**src/rtl/multicycle_controller_if.sv**
```systemverilog
// rtl/multicycle_controller_if.sv - control/status bundle between the multicycle controller and the RV32I datapath
interface multicycle_controller_if #(
  parameter int ALU_CTRL_WIDTH = 4,
  parameter int IMM_SRC_WIDTH  = 3
);
  // Instruction fields and ALU flags coming from the datapath
  logic [6:0]                op;
  logic [2:0]                funct3;
  logic                      funct7_5;
  logic                      Zero;
  logic                      N;
  logic                      C;
  logic                      V;
  logic                      mem_ready;

  // Strobes and selects going to the datapath
  logic                      PCWrite;
  logic                      IRWrite;
  logic                      RegWrite;
  logic                      MemWrite;
  logic                      AdrSrc;
  logic [1:0]                ALUSrcA;
  logic [1:0]                ALUSrcB;
  logic [1:0]                ResultSrc;
  logic [ALU_CTRL_WIDTH-1:0] ALUControl;
  logic [IMM_SRC_WIDTH-1:0]  ImmSrc;
  logic                      instr_done;
  logic                      illegal_op;

  modport master (
    input  op, funct3, funct7_5, Zero, N, C, V, mem_ready,
    output PCWrite, IRWrite, RegWrite, MemWrite, AdrSrc,
           ALUSrcA, ALUSrcB, ResultSrc, ALUControl, ImmSrc,
           instr_done, illegal_op
  );

  modport slave (
    output op, funct3, funct7_5, Zero, N, C, V, mem_ready,
    input  PCWrite, IRWrite, RegWrite, MemWrite, AdrSrc,
           ALUSrcA, ALUSrcB, ResultSrc, ALUControl, ImmSrc,
           instr_done, illegal_op
  );
endinterface

```
**src/rtl/multicycle_controller.sv**
```systemverilog
// rtl/multicycle_controller.sv - one-state-per-cycle sequencing FSM for the multicycle RV32I core
module multicycle_controller #(
  parameter int ALU_CTRL_WIDTH = 4,
  parameter int IMM_SRC_WIDTH  = 3
) (
  input  logic                   clk,
  input  logic                   rst_n,
  multicycle_controller_if.master ctrl
);

  localparam logic [6:0] OP_LOAD   = 7'b0000011;
  localparam logic [6:0] OP_STORE  = 7'b0100011;
  localparam logic [6:0] OP_RTYPE  = 7'b0110011;
  localparam logic [6:0] OP_ITYPE  = 7'b0010011;
  localparam logic [6:0] OP_BRANCH = 7'b1100011;
  localparam logic [6:0] OP_JAL    = 7'b1101111;
  localparam logic [6:0] OP_JALR   = 7'b1100111;
  localparam logic [6:0] OP_LUI    = 7'b0110111;
  localparam logic [6:0] OP_AUIPC  = 7'b0010111;

  localparam logic [ALU_CTRL_WIDTH-1:0] ALU_ADD  = ALU_CTRL_WIDTH'(0);
  localparam logic [ALU_CTRL_WIDTH-1:0] ALU_SUB  = ALU_CTRL_WIDTH'(1);
  localparam logic [ALU_CTRL_WIDTH-1:0] ALU_AND  = ALU_CTRL_WIDTH'(2);
  localparam logic [ALU_CTRL_WIDTH-1:0] ALU_OR   = ALU_CTRL_WIDTH'(3);
  localparam logic [ALU_CTRL_WIDTH-1:0] ALU_XOR  = ALU_CTRL_WIDTH'(4);
  localparam logic [ALU_CTRL_WIDTH-1:0] ALU_SLT  = ALU_CTRL_WIDTH'(5);
  localparam logic [ALU_CTRL_WIDTH-1:0] ALU_SLTU = ALU_CTRL_WIDTH'(6);
  localparam logic [ALU_CTRL_WIDTH-1:0] ALU_SLL  = ALU_CTRL_WIDTH'(7);
  localparam logic [ALU_CTRL_WIDTH-1:0] ALU_SRL  = ALU_CTRL_WIDTH'(8);
  localparam logic [ALU_CTRL_WIDTH-1:0] ALU_SRA  = ALU_CTRL_WIDTH'(9);

  localparam logic [IMM_SRC_WIDTH-1:0] IMM_I = IMM_SRC_WIDTH'(0);
  localparam logic [IMM_SRC_WIDTH-1:0] IMM_S = IMM_SRC_WIDTH'(1);
  localparam logic [IMM_SRC_WIDTH-1:0] IMM_B = IMM_SRC_WIDTH'(2);
  localparam logic [IMM_SRC_WIDTH-1:0] IMM_J = IMM_SRC_WIDTH'(3);
  localparam logic [IMM_SRC_WIDTH-1:0] IMM_U = IMM_SRC_WIDTH'(4);

  localparam logic [1:0] SRCA_PC    = 2'b00;
  localparam logic [1:0] SRCA_OLDPC = 2'b01;
  localparam logic [1:0] SRCA_RS1   = 2'b10;
  localparam logic [1:0] SRCB_RS2   = 2'b00;
  localparam logic [1:0] SRCB_IMM   = 2'b01;
  localparam logic [1:0] SRCB_FOUR  = 2'b10;
  localparam logic [1:0] RES_ALUOUT = 2'b00;
  localparam logic [1:0] RES_RDATA  = 2'b01;
  localparam logic [1:0] RES_ALU    = 2'b10;
  localparam logic [1:0] RES_IMM    = 2'b11;

  typedef enum logic [3:0] {
    S_FETCH    = 4'd0,
    S_DECODE   = 4'd1,
    S_MEMADR   = 4'd2,
    S_MEMREAD  = 4'd3,
    S_MEMWB    = 4'd4,
    S_MEMWRITE = 4'd5,
    S_EXECR    = 4'd6,
    S_EXECI    = 4'd7,
    S_ALUWB    = 4'd8,
    S_JAL      = 4'd9,
    S_JALR     = 4'd10,
    S_JALWB    = 4'd11,
    S_LUI      = 4'd12,
    S_BRANCH   = 4'd13
  } state_t;

  state_t state;
  state_t next_state;

  logic                      pc_write;
  logic                      ir_write;
  logic                      reg_write;
  logic                      mem_write;
  logic                      adr_src;
  logic [1:0]                alu_src_a;
  logic [1:0]                alu_src_b;
  logic [1:0]                result_src;
  logic [ALU_CTRL_WIDTH-1:0] alu_control;
  logic [IMM_SRC_WIDTH-1:0]  imm_src;
  logic                      done;
  logic                      illegal;

  // funct3/funct7 decode shared by register and immediate ALU instructions;
  // funct7_5 selects sub only for R-type, since addi carries an immediate bit there.
  function automatic logic [ALU_CTRL_WIDTH-1:0] alu_decode(
    input logic [2:0] f3,
    input logic       f7_5,
    input logic       is_rtype
  );
    case (f3)
      3'b000:  alu_decode = (is_rtype && f7_5) ? ALU_SUB : ALU_ADD;
      3'b001:  alu_decode = ALU_SLL;
      3'b010:  alu_decode = ALU_SLT;
      3'b011:  alu_decode = ALU_SLTU;
      3'b100:  alu_decode = ALU_XOR;
      3'b101:  alu_decode = f7_5 ? ALU_SRA : ALU_SRL;
      3'b110:  alu_decode = ALU_OR;
      default: alu_decode = ALU_AND;
    endcase
  endfunction

  // Flags come from rs1 - rs2 computed in the BRANCH cycle itself.
  function automatic logic branch_taken(
    input logic [2:0] f3,
    input logic       z,
    input logic       n,
    input logic       c,
    input logic       v
  );
    case (f3)
      3'b000:  branch_taken = z;
      3'b001:  branch_taken = ~z;
      3'b100:  branch_taken = n ^ v;
      3'b101:  branch_taken = ~(n ^ v);
      3'b110:  branch_taken = c;
      3'b111:  branch_taken = ~c;
      default: branch_taken = 1'b0;
    endcase
  endfunction

  function automatic logic [IMM_SRC_WIDTH-1:0] imm_for_op(input logic [6:0] opcode);
    case (opcode)
      OP_STORE:           imm_for_op = IMM_S;
      OP_BRANCH:          imm_for_op = IMM_B;
      OP_JAL:             imm_for_op = IMM_J;
      OP_LUI, OP_AUIPC:   imm_for_op = IMM_U;
      default:            imm_for_op = IMM_I;
    endcase
  endfunction

  always_ff @(posedge clk or negedge rst_n) begin
    if (!rst_n) begin
      state <= S_FETCH;
    end else begin
      state <= next_state;
    end
  end

  always_comb begin
    next_state  = S_FETCH;
    pc_write    = 1'b0;
    ir_write    = 1'b0;
    reg_write   = 1'b0;
    mem_write   = 1'b0;
    adr_src     = 1'b0;
    alu_src_a   = SRCA_PC;
    alu_src_b   = SRCB_RS2;
    result_src  = RES_ALUOUT;
    alu_control = ALU_ADD;
    imm_src     = IMM_I;
    done        = 1'b0;
    illegal     = 1'b0;

    case (state)
      S_FETCH: begin
        alu_src_b  = SRCB_FOUR;
        result_src = RES_ALU;
        ir_write   = ctrl.mem_ready;
        pc_write   = ctrl.mem_ready;
        next_state = ctrl.mem_ready ? S_DECODE : S_FETCH;
      end

      S_DECODE: begin
        // Speculative OldPC+imm lands in ALUOut for branch/JAL/AUIPC targets
        alu_src_a = SRCA_OLDPC;
        alu_src_b = SRCB_IMM;
        imm_src   = imm_for_op(ctrl.op);
        case (ctrl.op)
          OP_LOAD, OP_STORE: next_state = S_MEMADR;
          OP_RTYPE:          next_state = S_EXECR;
          OP_ITYPE:          next_state = S_EXECI;
          OP_BRANCH:         next_state = S_BRANCH;
          OP_JAL:            next_state = S_JAL;
          OP_JALR:           next_state = S_JALR;
          OP_LUI:            next_state = S_LUI;
          OP_AUIPC:          next_state = S_ALUWB;
          default: begin
            illegal    = 1'b1;
            next_state = S_FETCH;
          end
        endcase
      end

      S_MEMADR: begin
        alu_src_a  = SRCA_RS1;
        alu_src_b  = SRCB_IMM;
        imm_src    = (ctrl.op == OP_STORE) ? IMM_S : IMM_I;
        next_state = (ctrl.op == OP_STORE) ? S_MEMWRITE : S_MEMREAD;
      end

      S_MEMREAD: begin
        adr_src    = 1'b1;
        result_src = RES_ALUOUT;
        next_state = ctrl.mem_ready ? S_MEMWB : S_MEMREAD;
      end

      S_MEMWB: begin
        result_src = RES_RDATA;
        reg_write  = 1'b1;
        done       = 1'b1;
      end

      S_MEMWRITE: begin
        // MemWrite stays up for the whole wait so the memory sees a stable request
        adr_src    = 1'b1;
        result_src = RES_ALUOUT;
        mem_write  = 1'b1;
        done       = ctrl.mem_ready;
        next_state = ctrl.mem_ready ? S_FETCH : S_MEMWRITE;
      end

      S_EXECR: begin
        alu_src_a   = SRCA_RS1;
        alu_src_b   = SRCB_RS2;
        alu_control = alu_decode(ctrl.funct3, ctrl.funct7_5, 1'b1);
        next_state  = S_ALUWB;
      end

      S_EXECI: begin
        alu_src_a   = SRCA_RS1;
        alu_src_b   = SRCB_IMM;
        imm_src     = IMM_I;
        alu_control = alu_decode(ctrl.funct3, ctrl.funct7_5, 1'b0);
        next_state  = S_ALUWB;
      end

      S_ALUWB: begin
        result_src = RES_ALUOUT;
        reg_write  = 1'b1;
        done       = 1'b1;
      end

      S_JAL: begin
        // PC takes the target from ALUOut while the ALU forms the link OldPC+4
        alu_src_a  = SRCA_OLDPC;
        alu_src_b  = SRCB_FOUR;
        result_src = RES_ALUOUT;
        pc_write   = 1'b1;
        next_state = S_ALUWB;
      end

      S_JALR: begin
        alu_src_a  = SRCA_RS1;
        alu_src_b  = SRCB_IMM;
        imm_src    = IMM_I;
        result_src = RES_ALU;
        pc_write   = 1'b1;
        next_state = S_JALWB;
      end

      S_JALWB: begin
        alu_src_a  = SRCA_OLDPC;
        alu_src_b  = SRCB_FOUR;
        result_src = RES_ALU;
        reg_write  = 1'b1;
        done       = 1'b1;
      end

      S_LUI: begin
        imm_src    = IMM_U;
        result_src = RES_IMM;
        reg_write  = 1'b1;
        done       = 1'b1;
      end

      S_BRANCH: begin
        alu_src_a   = SRCA_RS1;
        alu_src_b   = SRCB_RS2;
        alu_control = ALU_SUB;
        result_src  = RES_ALUOUT;
        imm_src     = IMM_B;
        pc_write    = branch_taken(ctrl.funct3, ctrl.Zero, ctrl.N, ctrl.C, ctrl.V);
        done        = 1'b1;
      end

      default: next_state = S_FETCH;
    endcase
  end

  // While reset is held the state already reads FETCH, so gate the strobes that FETCH would raise
  assign ctrl.PCWrite    = pc_write  & rst_n;
  assign ctrl.IRWrite    = ir_write  & rst_n;
  assign ctrl.RegWrite   = reg_write & rst_n;
  assign ctrl.MemWrite   = mem_write & rst_n;
  assign ctrl.instr_done = done      & rst_n;
  assign ctrl.illegal_op = illegal   & rst_n;
  assign ctrl.AdrSrc     = adr_src;
  assign ctrl.ALUSrcA    = alu_src_a;
  assign ctrl.ALUSrcB    = alu_src_b;
  assign ctrl.ResultSrc  = result_src;
  assign ctrl.ALUControl = alu_control;
  assign ctrl.ImmSrc     = imm_src;

endmodule

```
**src/flat_wrapper.sv**
```systemverilog
// flat-port wrapper written by rule: the top's interface ports become plain ports
module multicycle_controller_flat 
#(
  parameter int ALU_CTRL_WIDTH = 4,
  parameter int IMM_SRC_WIDTH  = 3
)
  (clk, rst_n, ctrl_op, ctrl_funct3, ctrl_funct7_5, ctrl_Zero, ctrl_N, ctrl_C, ctrl_V, ctrl_mem_ready, ctrl_PCWrite, ctrl_IRWrite, ctrl_RegWrite, ctrl_MemWrite, ctrl_AdrSrc, ctrl_ALUSrcA, ctrl_ALUSrcB, ctrl_ResultSrc, ctrl_ALUControl, ctrl_ImmSrc, ctrl_instr_done, ctrl_illegal_op);
  multicycle_controller_if #(.ALU_CTRL_WIDTH(ALU_CTRL_WIDTH), .IMM_SRC_WIDTH(IMM_SRC_WIDTH)) ctrl_i ();
  input  logic clk;
  input  logic rst_n;
  input wire logic [$bits(ctrl_i.op)-1:0] ctrl_op;
  input wire logic [$bits(ctrl_i.funct3)-1:0] ctrl_funct3;
  input wire logic [$bits(ctrl_i.funct7_5)-1:0] ctrl_funct7_5;
  input wire logic [$bits(ctrl_i.Zero)-1:0] ctrl_Zero;
  input wire logic [$bits(ctrl_i.N)-1:0] ctrl_N;
  input wire logic [$bits(ctrl_i.C)-1:0] ctrl_C;
  input wire logic [$bits(ctrl_i.V)-1:0] ctrl_V;
  input wire logic [$bits(ctrl_i.mem_ready)-1:0] ctrl_mem_ready;
  output wire logic [$bits(ctrl_i.PCWrite)-1:0] ctrl_PCWrite;
  output wire logic [$bits(ctrl_i.IRWrite)-1:0] ctrl_IRWrite;
  output wire logic [$bits(ctrl_i.RegWrite)-1:0] ctrl_RegWrite;
  output wire logic [$bits(ctrl_i.MemWrite)-1:0] ctrl_MemWrite;
  output wire logic [$bits(ctrl_i.AdrSrc)-1:0] ctrl_AdrSrc;
  output wire logic [$bits(ctrl_i.ALUSrcA)-1:0] ctrl_ALUSrcA;
  output wire logic [$bits(ctrl_i.ALUSrcB)-1:0] ctrl_ALUSrcB;
  output wire logic [$bits(ctrl_i.ResultSrc)-1:0] ctrl_ResultSrc;
  output wire logic [$bits(ctrl_i.ALUControl)-1:0] ctrl_ALUControl;
  output wire logic [$bits(ctrl_i.ImmSrc)-1:0] ctrl_ImmSrc;
  output wire logic [$bits(ctrl_i.instr_done)-1:0] ctrl_instr_done;
  output wire logic [$bits(ctrl_i.illegal_op)-1:0] ctrl_illegal_op;
  assign ctrl_i.op = ctrl_op;
  assign ctrl_i.funct3 = ctrl_funct3;
  assign ctrl_i.funct7_5 = ctrl_funct7_5;
  assign ctrl_i.Zero = ctrl_Zero;
  assign ctrl_i.N = ctrl_N;
  assign ctrl_i.C = ctrl_C;
  assign ctrl_i.V = ctrl_V;
  assign ctrl_i.mem_ready = ctrl_mem_ready;
  assign ctrl_PCWrite = ctrl_i.PCWrite;
  assign ctrl_IRWrite = ctrl_i.IRWrite;
  assign ctrl_RegWrite = ctrl_i.RegWrite;
  assign ctrl_MemWrite = ctrl_i.MemWrite;
  assign ctrl_AdrSrc = ctrl_i.AdrSrc;
  assign ctrl_ALUSrcA = ctrl_i.ALUSrcA;
  assign ctrl_ALUSrcB = ctrl_i.ALUSrcB;
  assign ctrl_ResultSrc = ctrl_i.ResultSrc;
  assign ctrl_ALUControl = ctrl_i.ALUControl;
  assign ctrl_ImmSrc = ctrl_i.ImmSrc;
  assign ctrl_instr_done = ctrl_i.instr_done;
  assign ctrl_illegal_op = ctrl_i.illegal_op;
  multicycle_controller #(.ALU_CTRL_WIDTH(ALU_CTRL_WIDTH), .IMM_SRC_WIDTH(IMM_SRC_WIDTH)) u_core (.clk(clk), .rst_n(rst_n), .ctrl(ctrl_i));
endmodule
```
**config.mk**
```make
export PLATFORM = sky130hd
export DESIGN_NAME = multicycle_controller_flat
export DESIGN_NICKNAME = d
export VERILOG_FILES = /design/src/rtl/multicycle_controller_if.sv /design/src/rtl/multicycle_controller.sv /design/src/flat_wrapper.sv
export SDC_FILE = /design/constraint.sdc
export NUM_CORES = 1
export LEC_CHECK = 0
export CORE_AREA = 2 2 47 49
export DETAILED_ROUTE_END_ITERATION = 10
export DIE_AREA = 0 0 49 51
export PLACE_DENSITY = 0.79
export SLEW_MARGIN = 10
export SYNTH_ARGS = -nofsm -noshare
export SYNTH_HDL_FRONTEND = slang
export SYNTH_SLANG_ARGS = --single-unit
```
**constraint.sdc**
```tcl
create_clock -name clk -period 7.3 [get_ports clk]
set_input_delay 1.825 -clock clk [delete_from_list [all_inputs] [get_ports clk]]
set_output_delay 1.825 -clock clk [all_outputs]
set_load 0.005 [all_outputs]
```
==> run summary <==
Final Hold Vio Count - 0
Netlist Area Pre-Place - 815 sq um
Startpoint Class - primary input
Logic pwr share - 0.657
CP dominant cell by count - clkdlybuf4s50_1
Area Overhead vs Synth - 48.4%
Initial DRC Count - 21
PwrDens - 189 nW/um^2
Clock power share - 0.120
Number of synthesized flops with an enable pin - 0
Largest net degree at the start of global routing - 21
# setup viols final - 0
Setup CP Type - primary input to output port
Status - finished, final reports clean
Setup_tns - 0 ns
Req. time, crit path - 5.48 ns
CTS Buf Count - 3
Dominant delay contributor by cell family on the critical path - buffers and inverters
CTS Root Cell - clkbuf_4
Setup bufs post-CTS - 0
Cts hold-fix bufs - 0
Via count - 1008
Worst slew pin tran - 0.573 ns
Largest register FFs - 4
GR Util All Layers - 0.198
Largest register by flop count - u_core.state
Mapped Nets - 137
PortBufs - 37
Drt via density - 5.60
Clock network latency to the later pin of the worst-skew pair - 0.24 ns
# rows - 17
TritonCTS clock tree - built
Gates resized, CTS repair - 0
Netlist cell types - 39
Number of clock sinks - 4
H-tree depth reported by CTS - 1
Post-synth ARST share - 1.00
Switch share - 0.424
Slowest-stage cell, CP - clkdlybuf4s50_1
Top post-synthesis cells by area - dfrtp_1, nand2b_1, o21ai_0, nand2_1, nor2_1
Vias in the first global route - 954
HP Class - flop to flop
CP endpoint kind - output port
Top flop regs - u_core.state x4
Synth warn - 0
Post-synthesis sequential area ratio - 0.123
Routed WL - 2360 microns
Clk slew on worst S/H paths - 0.04 ns
NumNets Final - 172
Syn_area_per_cell - 6.84 sq um
NetSw - 96.8 uW
Max Cap Viol - 0
Final Cycle Share - 0.828
Die X - 49 microns
Leak pwr - 0.440 nW
Min Tclk post-route - 6.04 ns
Top post-synthesis cells by count - nand2_1, nor2_1, o21ai_0, nand2b_1
Yosys top cell by area - dfrtp_1
# IOs - 38
Post-synth top area share - 0.123
Fin. max-slew vios - 0
Fin util - 0.586
GR Overflow Total - 0
Routed len/inst - 13.1 microns
Placed Instance Area - 1190 sq um
Vert. Die Dim - 51 microns
Fmax - 165 MHz
DP Cell Count - 177
Initial antenna violation count - 0
CP Buf/Inv Count - 2
Remaining DRCs - 0
First-pass GRT wire length - 4010 microns
Reg power frac - 0.222
RSZ-0062 raised after global routing - no
HPWL after DPL - 1830 microns
Clock skew - 0.00306 ns
Slowest Stage Delay on Critical Path - 0.56 ns
RePlAce Congestion - 0.850
Core area - 2060 sq um
Synth Instances - 119
Post-route ant nets - 0
Finished layout cell area - 1210 sq um
Fraction of layout cells with a size suffix above 1 - 0.0526
Ys flop type - dfrtp_1
Relative slew slack - 0.618
Overall die area - 2500 sq um
# diodes - 0
Crit-path max FO - 6
TritonRoute pass-1 iters - 4
Data arrival time of the worst path - 4.22 ns
Max Buffers Root-to-Sink - 2
Crit path cell chain - clkdlybuf4s50_1 > nand4bb_4 > or3_1 > o31a_1 > a2111oi_2 > clkdlybuf4s50_1
Pint - 132 uW
Synth Register Bits - 4
Peak supply drop - 151 uV
Initial core utilization - 0.395
Fin cells - 180
[layout make-up]
type                    count  area, sq um
clock buffers               3         22.5
inverters                   3         11.3
well taps                  28         35.0
flip-flops and latches      4          100
repair buffers             37          370
fillers                   222          855
multi-input cells         105          669
[through the flow]
| step | worst slack (ns) | power [mW] | hold WS (ns) |
|---|---|---|---|
| finish | 1.26 | 0.228 | 0.816 |
| global route | 1.14 | 0.251 | 0.854 |
| CTS | 1.24 | 0.230 | 0.809 |
| detailed placement | 1.24 | 0.201 | 0.803 |
| global placement | 1.32 | 0.198 | 0.805 |
| floorplan | 2.41 | 0.131 | 0.592 |
[power groups by stage]
stage | Clock (mW) | Combinational (mW) | Sequential [mW]
2_1_floorplan | 0 | 0.101 | 0.0305
3_3_place_gp | 0 | 0.148 | 0.0504
4_1_cts | 0.0285 | 0.151 | 0.0503
5_1_grt | 0.0299 | 0.166 | 0.0549
3_5_place_dp | 0 | 0.150 | 0.0508
6_report | 0.0275 | 0.150 | 0.0508
[path summary, 6_finish.rpt]
path / endpoint / slack [ns] / cells past startpoint / startpoint
max in group asynchronous: u_core.state[1] / 5.14 / 1 / rst_n
worst max-delay path: ctrl_ImmSrc[0] / 1.26 / 6 / ctrl_op[3]
worst max register to register: u_core.state[3] / 5.25 / 3 / u_core.state[0]
worst min register to register: u_core.state[3] / 0.82 / 1 / u_core.state[2]
min in group asynchronous: u_core.state[0] / 1.88 / 1 / rst_n
worst min-delay path: u_core.state[3] / 0.82 / 1 / u_core.state[2]
[layer usage]
metal	wire, microns	track usage	vias to the layer above	share of wire
met1	1070	0.213	460	0.45
met4	21	0.0429	0	0.0089
met5	0	0	-	0
met2	1150	0.402	34	0.49
met3	115	0.0322	4	0.049
li1	-	-	510	-
[cells by family (layout without fill, tap and decap cells)]
| logic type | Yosys count | in the layout | synth area share |
|---|---|---|---|
| AO/OA/AOI/OAI | 35 | 35 | 0.292 |
| XOR/XNOR | 5 | 5 | 0.0538 |
| buffers and inverters | 10 | 43 | 0.0553 |
| flip-flops | 4 | 4 | 0.123 |
| multiplexers | 1 | 1 | 0.0123 |
| AND/OR/NAND/NOR | 64 | 64 | 0.464 |
[cell usage in the layout (no fill, tap or decap), types with 3 or more instances in the layout]
| master | synthesis | routed |
|---|---|---|
| clkdlybuf4s50_1 | 0 | 37 |
| nor2_1 | 12 | 12 |
| nand2_1 | 12 | 12 |
| o21ai_0 | 9 | 9 |
| nand2b_1 | 8 | 8 |
| a21oi_1 | 7 | 7 |
| nor3_1 | 7 | 7 |
| nor2b_1 | 5 | 5 |
| nand3b_1 | 4 | 4 |
| dfrtp_1 | 4 | 4 |
| xnor2_1 | 3 | 3 |
| inv_1 | 3 | 3 |
| nand3_1 | 3 | 3 |
| nand4b_1 | 3 | 3 |
| a211oi_1 | 3 | 3 |
| clkbuf_4 | 0 | 3 |
[worst reg2reg max path: cells and delay by family, from the launching register on]
kind,cells,cell delay [ns]
AOI/OAI and AO/OA,1,0.11
DFF,1,0.69
and+or+nand+nor,2,1.16
No activity file was read; power rests on OpenSTA's default activity.
